<file path="src/rtl/axi_rd_arbiter_pkg.sv">
// ---------------------------------------------------------------------------
// axi_rd_arbiter_pkg
// Shared definitions for the instruction/data cache read arbiter:
//   - rd_type encodings used by both caches
//   - AXI AR burst/size constants
//   - AXI ID values for the two requesters (inst=0, data=1)
//   - FSM state enum
//   - helpers that map a cache rd_type onto the AXI arsize/arlen fields
// ---------------------------------------------------------------------------
package axi_rd_arbiter_pkg;

  // Cache read type encodings
  localparam logic [2:0] RD_TYPE_BYTE = 3'b000;
  localparam logic [2:0] RD_TYPE_HALF = 3'b001;
  localparam logic [2:0] RD_TYPE_WORD = 3'b010;
  localparam logic [2:0] RD_TYPE_LINE = 3'b100;

  // AXI constants
  localparam logic [1:0] AXI_BURST_INCR = 2'b01;
  localparam logic [2:0] AXI_SIZE_4B    = 3'b010;

  // AXI IDs of the two requesters
  localparam logic [3:0] INST_ID = 4'd0;
  localparam logic [3:0] DATA_ID = 4'd1;

  // Read FSM: one transfer outstanding at any time
  typedef enum logic [1:0] {
    ST_IDLE = 2'd0,
    ST_ADDR = 2'd1,
    ST_DATA = 2'd2
  } rd_state_e;

  // A line fill always moves full 32-bit words; narrower reads use the
  // low two bits of rd_type directly as the AXI size code.
  function automatic logic [2:0] rd_type_to_arsize(input logic [2:0] rd_type);
    logic [2:0] size_v;
    if (rd_type == RD_TYPE_LINE) begin
      size_v = AXI_SIZE_4B;
    end else begin
      size_v = {1'b0, rd_type[1:0]};
    end
    return size_v;
  endfunction

  // Only line fills are bursts; everything else is a single beat.
  function automatic logic [7:0] rd_type_to_arlen(input logic [2:0] rd_type,
                                                  input logic [7:0] line_len);
    logic [7:0] len_v;
    if (rd_type == RD_TYPE_LINE) begin
      len_v = line_len;
    end else begin
      len_v = 8'd0;
    end
    return len_v;
  endfunction

endpackage

</file>
<file path="src/rtl/axi_rd_arbiter_arb_rr2.sv">
// ---------------------------------------------------------------------------
// arb_rr2
// Two-requester round-robin grant with a single pointer bit. When both
// requesters are eligible the one granted last loses. The pointer only
// moves on an actual acceptance, so a grant that is offered but not taken
// does not rotate priority. Grants are combinational.
// Used by axi_rd_arbiter only when RD_ARB_RR_EN is defined.
//
// Ports:
//   clk, resetn        clock, asynchronous active-low reset
//   req_inst, req_data eligibility of each requester
//   accept             a grant was accepted this cycle
//   gnt_inst, gnt_data one-hot (or zero) grant
// ---------------------------------------------------------------------------
module arb_rr2 (
  input  logic clk,
  input  logic resetn,
  input  logic req_inst,
  input  logic req_data,
  input  logic accept,
  output logic gnt_inst,
  output logic gnt_data
);

  // 1: data wins a tie, 0: inst wins a tie. Resets data-first.
  logic data_first_r;

  // Grant selection: single requester always wins, ties follow the pointer
  always_comb begin
    gnt_inst = 1'b0;
    gnt_data = 1'b0;
    if (req_inst && req_data) begin
      if (data_first_r) begin
        gnt_data = 1'b1;
      end else begin
        gnt_inst = 1'b1;
      end
    end else begin
      gnt_inst = req_inst;
      gnt_data = req_data;
    end
  end

  // Pointer update: the requester just accepted gets lowest priority next
  always_ff @(posedge clk or negedge resetn) begin
    if (!resetn) begin
      data_first_r <= 1'b1;
    end else if (accept) begin
      data_first_r <= gnt_inst;
    end else begin
      data_first_r <= data_first_r;
    end
  end

endmodule

</file>
<file path="src/rtl/axi_rd_arbiter.sv">
// ---------------------------------------------------------------------------
// axi_rd_arbiter
// Arbitrates instruction-cache and data-cache read requests onto a single
// AXI read channel with exactly one transfer outstanding. The AR payload is
// latched at acceptance and held until arready; R beats are steered back to
// the cache selected by rid[0].
//
// Configuration macro: RD_ARB_RR_EN
//   defined   - two-way round-robin between inst and data (arb_rr2)
//   undefined - fixed priority, data over inst
//
// Ports:
//   clk, resetn                       clock, async active-low reset
//   {inst,data}_rd_req/type/addr      cache read request
//   {inst,data}_rd_rdy                request accepted this cycle
//   {inst,data}_ret_valid/last/data   return beats to each cache
//   wr_buf_empty                      data reads only allowed when set
//   arid..arburst, arvalid, arready   AXI AR channel
//   rid, rdata, rlast, rvalid, rready AXI R channel
// ---------------------------------------------------------------------------
module axi_rd_arbiter
  import axi_rd_arbiter_pkg::*;
#(
  parameter int LINE_WORDS = 8
) (
  input  logic        clk,
  input  logic        resetn,
  // instruction cache
  input  logic        inst_rd_req,
  input  logic [2:0]  inst_rd_type,
  input  logic [31:0] inst_rd_addr,
  output logic        inst_rd_rdy,
  output logic        inst_ret_valid,
  output logic        inst_ret_last,
  output logic [31:0] inst_ret_data,
  // data cache
  input  logic        data_rd_req,
  input  logic [2:0]  data_rd_type,
  input  logic [31:0] data_rd_addr,
  output logic        data_rd_rdy,
  output logic        data_ret_valid,
  output logic        data_ret_last,
  output logic [31:0] data_ret_data,
  input  logic        wr_buf_empty,
  // AXI AR
  output logic [3:0]  arid,
  output logic [31:0] araddr,
  output logic [7:0]  arlen,
  output logic [2:0]  arsize,
  output logic [1:0]  arburst,
  output logic        arvalid,
  input  logic        arready,
  // AXI R
  input  logic [3:0]  rid,
  input  logic [31:0] rdata,
  input  logic        rlast,
  input  logic        rvalid,
  output logic        rready
);

  localparam logic [7:0] LINE_LEN = 8'(LINE_WORDS - 1);

  rd_state_e   state_r;
  rd_state_e   next_state_s;

  logic        inst_elig_s;
  logic        data_elig_s;
  logic        gnt_inst_s;
  logic        gnt_data_s;
  logic        accept_s;

  logic [31:0] sel_addr_s;
  logic [2:0]  sel_type_s;
  logic [3:0]  sel_id_s;

  logic [3:0]  arid_r;
  logic [31:0] araddr_r;
  logic [7:0]  arlen_r;
  logic [2:0]  arsize_r;
  logic [1:0]  arburst_r;

  // Only rid[0] distinguishes the two caches
  logic        unused_rid_s;
  assign unused_rid_s = ^rid[3:1];

  // A data read may not overtake a pending write, so it is held off
  // until the write buffer drains.
  assign inst_elig_s = inst_rd_req;
  assign data_elig_s = data_rd_req & wr_buf_empty;

`ifdef RD_ARB_RR_EN
  arb_rr2 u_arb_rr2 (
    .clk      (clk),
    .resetn   (resetn),
    .req_inst (inst_elig_s),
    .req_data (data_elig_s),
    .accept   (accept_s),
    .gnt_inst (gnt_inst_s),
    .gnt_data (gnt_data_s)
  );
`else
  // Fixed priority grant: data always beats inst
  always_comb begin
    gnt_inst_s = 1'b0;
    gnt_data_s = 1'b0;
    if (data_elig_s) begin
      gnt_data_s = 1'b1;
    end else if (inst_elig_s) begin
      gnt_inst_s = 1'b1;
    end else begin
      gnt_inst_s = 1'b0;
      gnt_data_s = 1'b0;
    end
  end
`endif

  // Acceptance is only possible in IDLE and never while reset is asserted
  assign accept_s = resetn & (state_r == ST_IDLE) & (gnt_inst_s | gnt_data_s);

  // Mux the granted requester's fields for latching
  always_comb begin
    sel_addr_s = inst_rd_addr;
    sel_type_s = inst_rd_type;
    sel_id_s   = INST_ID;
    if (gnt_data_s) begin
      sel_addr_s = data_rd_addr;
      sel_type_s = data_rd_type;
      sel_id_s   = DATA_ID;
    end else begin
      sel_addr_s = inst_rd_addr;
      sel_type_s = inst_rd_type;
      sel_id_s   = INST_ID;
    end
  end

  // FSM state register
  always_ff @(posedge clk or negedge resetn) begin
    if (!resetn) begin
      state_r <= ST_IDLE;
    end else begin
      state_r <= next_state_s;
    end
  end

  // FSM next-state logic
  always_comb begin
    next_state_s = state_r;
    case (state_r)
      ST_IDLE: begin
        if (accept_s) begin
          next_state_s = ST_ADDR;
        end else begin
          next_state_s = ST_IDLE;
        end
      end
      ST_ADDR: begin
        if (arready) begin
          next_state_s = ST_DATA;
        end else begin
          next_state_s = ST_ADDR;
        end
      end
      ST_DATA: begin
        if (rvalid && rlast) begin
          next_state_s = ST_IDLE;
        end else begin
          next_state_s = ST_DATA;
        end
      end
      default: begin
        next_state_s = ST_IDLE;
      end
    endcase
  end

  // FSM outputs: handshakes and return-beat steering
  always_comb begin
    inst_rd_rdy    = 1'b0;
    data_rd_rdy    = 1'b0;
    arvalid        = 1'b0;
    rready         = 1'b0;
    inst_ret_valid = 1'b0;
    inst_ret_last  = 1'b0;
    data_ret_valid = 1'b0;
    data_ret_last  = 1'b0;
    case (state_r)
      ST_IDLE: begin
        inst_rd_rdy = resetn & gnt_inst_s;
        data_rd_rdy = resetn & gnt_data_s;
      end
      ST_ADDR: begin
        arvalid = 1'b1;
      end
      ST_DATA: begin
        rready = 1'b1;
        if (rvalid) begin
          if (rid[0]) begin
            data_ret_valid = 1'b1;
            data_ret_last  = rlast;
          end else begin
            inst_ret_valid = 1'b1;
            inst_ret_last  = rlast;
          end
        end else begin
          inst_ret_valid = 1'b0;
          data_ret_valid = 1'b0;
        end
      end
      default: begin
        arvalid = 1'b0;
        rready  = 1'b0;
      end
    endcase
  end

  // AR payload: captured on acceptance and held for the whole transfer
  always_ff @(posedge clk or negedge resetn) begin
    if (!resetn) begin
      arid_r    <= 4'd0;
      araddr_r  <= 32'd0;
      arlen_r   <= 8'd0;
      arsize_r  <= 3'd0;
      arburst_r <= 2'd0;
    end else if (accept_s) begin
      arid_r    <= sel_id_s;
      araddr_r  <= sel_addr_s;
      arlen_r   <= rd_type_to_arlen(sel_type_s, LINE_LEN);
      arsize_r  <= rd_type_to_arsize(sel_type_s);
      arburst_r <= AXI_BURST_INCR;
    end else begin
      arid_r    <= arid_r;
      araddr_r  <= araddr_r;
      arlen_r   <= arlen_r;
      arsize_r  <= arsize_r;
      arburst_r <= arburst_r;
    end
  end

  assign arid    = arid_r;
  assign araddr  = araddr_r;
  assign arlen   = arlen_r;
  assign arsize  = arsize_r;
  assign arburst = arburst_r;

  // Return data goes straight through; ret_valid tells each cache when to look
  assign inst_ret_data = rdata;
  assign data_ret_data = rdata;

endmodule

</file>
<file path="config.mk">
export PLATFORM = sky130hd
export DESIGN_NAME = axi_rd_arbiter
export DESIGN_NICKNAME = d
export VERILOG_FILES = /design/src/rtl/axi_rd_arbiter_pkg.sv /design/src/rtl/axi_rd_arbiter_arb_rr2.sv /design/src/rtl/axi_rd_arbiter.sv
export SDC_FILE = /design/constraint.sdc
export NUM_CORES = 1
export LEC_CHECK = 0
export CAP_MARGIN = 40
export CORE_MARGIN = 4
export CORE_UTILIZATION = 28
export DETAILED_ROUTE_END_ITERATION = 10
export PLACE_DENSITY_LB_ADDON = 0.1
export SYNTH_ARGS = -nofsm -noshare
export SYNTH_HDL_FRONTEND = slang
export SYNTH_SLANG_ARGS = --single-unit
</file>
<file path="constraint.sdc">
create_clock -name clk -period 1.4 [get_ports clk]
set_clock_uncertainty 0.15 [all_clocks]
set_input_delay 0.28 -clock clk [delete_from_list [all_inputs] [get_ports clk]]
set_output_delay 0.28 -clock clk [all_outputs]
set_load 0.02 [all_outputs]
</file>
==> metrics.txt <==
die area ~0.011 mm^2; Hold WC Path Type in -> async; Sequential Power Share between 20% and 30%; initial antenna violation count 0; max-slew violations 0; clk slew on worst S/H paths around 0.08 ns; mapped cell area 0.002510 mm^2; Synth-to-Final Area Change 56.83%; combinational share of power a little over half; CP Cell Sequence or3b_4 > nor2_4 > buf_6; global route overflow 0; number of DRC markers in iteration 0 11; final worst slack -0.4031 ns; WP data required about 0.97 ns; Setup crit end kind primary output; H-tree depth 2; Yosys top cell area share about two fifths; number of global-route vias before repair 2067; NetSw around 2.5 mW; Avg Synthesized Cell Area between 9 and 10 um^2; Crit Path Max Fanout 4; crit path launch type flip-flop; core area 0.008721 mm^2; setup TNS -13.17 ns; cell area after layout 0.003936 mm^2; final hold vios 0; largest stage delay on the critical path ~0.43 ns; Inserted Diodes 0; Synth Warn # 0; max-cap viol count 0; crit path DAT roughly 1.4 ns; VDD IR max roughly 850 uV; Tot GR Track Use a little over an eighth; via count a little over 2000; drt first pass iters 2; most frequent cells after synthesis 76 x buf_4, 39 x dfrtp_1, 34 x mux2i_1, 34 x o21ai_1, 33 x o21ai_0; Tmin final around 1.8 ns; Clk pwr share between 10% and 20%; most numerous cell in the Yosys netlist buf_4; Initial Util roughly 29%; Pint slightly above 4 mW; clk sinks 39; r2r setup slk -0.36 ns; DP Area between 0.003 and 0.004 mm^2; status finished with violations; die height 102.7 um; GP Congestion 0.6524; nets between 400 and 500; final wirelength 7477 um; PwrDens 1654 mW/mm^2; Post-DP HPWL 5069 um; largest net degree at the start of global routing 38; Yosys reg bits 39; Main synth FF type dfrtp_1; crit share post-route 128.8%; Fmax approximately 550 MHz; top area cells in the synthesized netlist dfrtp_1 39%, buf_4 23%, mux2i_1 14%; Leakage 1.856 nW; fraction of registers with async set/reset 100.0%; Longest Clk Path Bufs 2; top cell type by total area after synthesis dfrtp_1; DRC 0; first-pass GRT wire length between 10000 and 15000 um; DP Worst Slack -0.7032 ns; die width roughly 100 um; cts bufs inserted 5; Gate Count Post-Synth 260; io pins roughly 240; Port Buffers ~130; post-route ant nets 0; wire per inst about 16 um; failing checks negative setup slack; CP max-delay cell or3b_4; vias per std cell roughly 4.5; Worst Setup Path Type reg -> out; post-synth cell types 30; CTS tree yes; sequential-to-total area share from yosys stat 38.88%; Rows 34; Final setup violation count 44; layout cell share with drive strength beyond 1 around a third; fin util a little under half; EDFF count, synth 0; Switching Fraction a little under two fifths; clk_lat worst skew between 0.2 and 0.3 ns; Root Driver clkbuf_8; unrepaired setup endpoints after global routing true
==> layer usage <==
metal	global-route usage, %	share of wire, %	vias to the layer above
met2	22.44	48	99
met4	3.431	1.0	0
met1	16.44	40	940
met5	0	0	-
li1	-	-	990
met3	5.751	12	12
==> worst max-delay path: cells and delay by family, from the launching register on <==
| kind | cells | cell delay [ns] |
|---|---|---|
| DFF | 1 | 0.42 |
| and+or+nand+nor | 2 | 0.53 |
| buffers and inverters | 1 | 0.12 |
==> layout make-up <==
class	count	area [um^2]
well taps	108	135.1
fillers	866	4785
clock buffers	6	72.57
repair buffers	158	1623
multi-input cells	139	1059
flip-flops and latches	39	977.2
clock inverters	2	60.06
inverters	2	10.01
==> kinds of logic after synthesis <==
group | after synthesis | synth area share (%)
flops | 39 | 38.88
other cells | 1 | 0.1494
simple gates | 17 | 4.487
compound gates | 77 | 16.10
buf+inv | 91 | 26.37
mux | 35 | 14.01
==> through the flow <==
stage	total power [mW]	hold WS, ns	std cells
floorplan	3.765	-0.1656	269
global placement	5.113	-0.06577	433
detailed placement	5.141	-0.06543	433
CTS	6.674	0.1804	452
global route	6.934	0.2046	454
finish	6.512	0.1974	454
==> worst paths after layout <==
| check | start | to | depth (start not counted) |
|---|---|---|---|
| max | state_r[0] | data_rd_rdy | 3 |
| min reg2reg | arid[0] | arid[0] | 1 |
| max reg2reg | state_r[0] | araddr[9] | 5 |
| min in group clk | arid[0] | arid[0] | 1 |
| min | resetn | state_r[1] | 2 |
| max in group asynchronous | resetn | arlen[1] | 3 |
==> registers in the layout (all words and copies together) (netlist names) <==
signal / count
araddr: 32
arburst: 1
arid: 1
arlen: 1
arsize: 2
state_r: 2
==> repair_timing <==
action,4_1_cts,5_1_grt
gates cloned,6,0
setup buffers,5,3
endpoints found under the hold margin,39,0
endpoints found under the setup margin,84,65
hold buffers,1,0
pin swaps,7,3
resized for setup,188,42
==> cell usage in the layout (no fill, tap or decap), drive strengths merged, types with 3 or more instances in the layout <==
cell type,instances
a21oi,3
buf,56
bufbuf,4
clkbuf,10
clkdlybuf4s15,16
clkdlybuf4s50,75
conb,10
dfrtp,39
mux2i,34
nand2,5
o21ai,67
==> power by group through the flow <==
stage,clock [mW],combinational [mW],sequential (mW)
floorplan,0,1.25,2.51
global placement,0,3.20,1.92
detailed placement,0,3.20,1.94
CTS,1.16,3.59,1.92
global route,1.19,3.73,2.01
finish,1.12,3.46,1.93
Note: power is estimated with default switching activity, not from simulation.
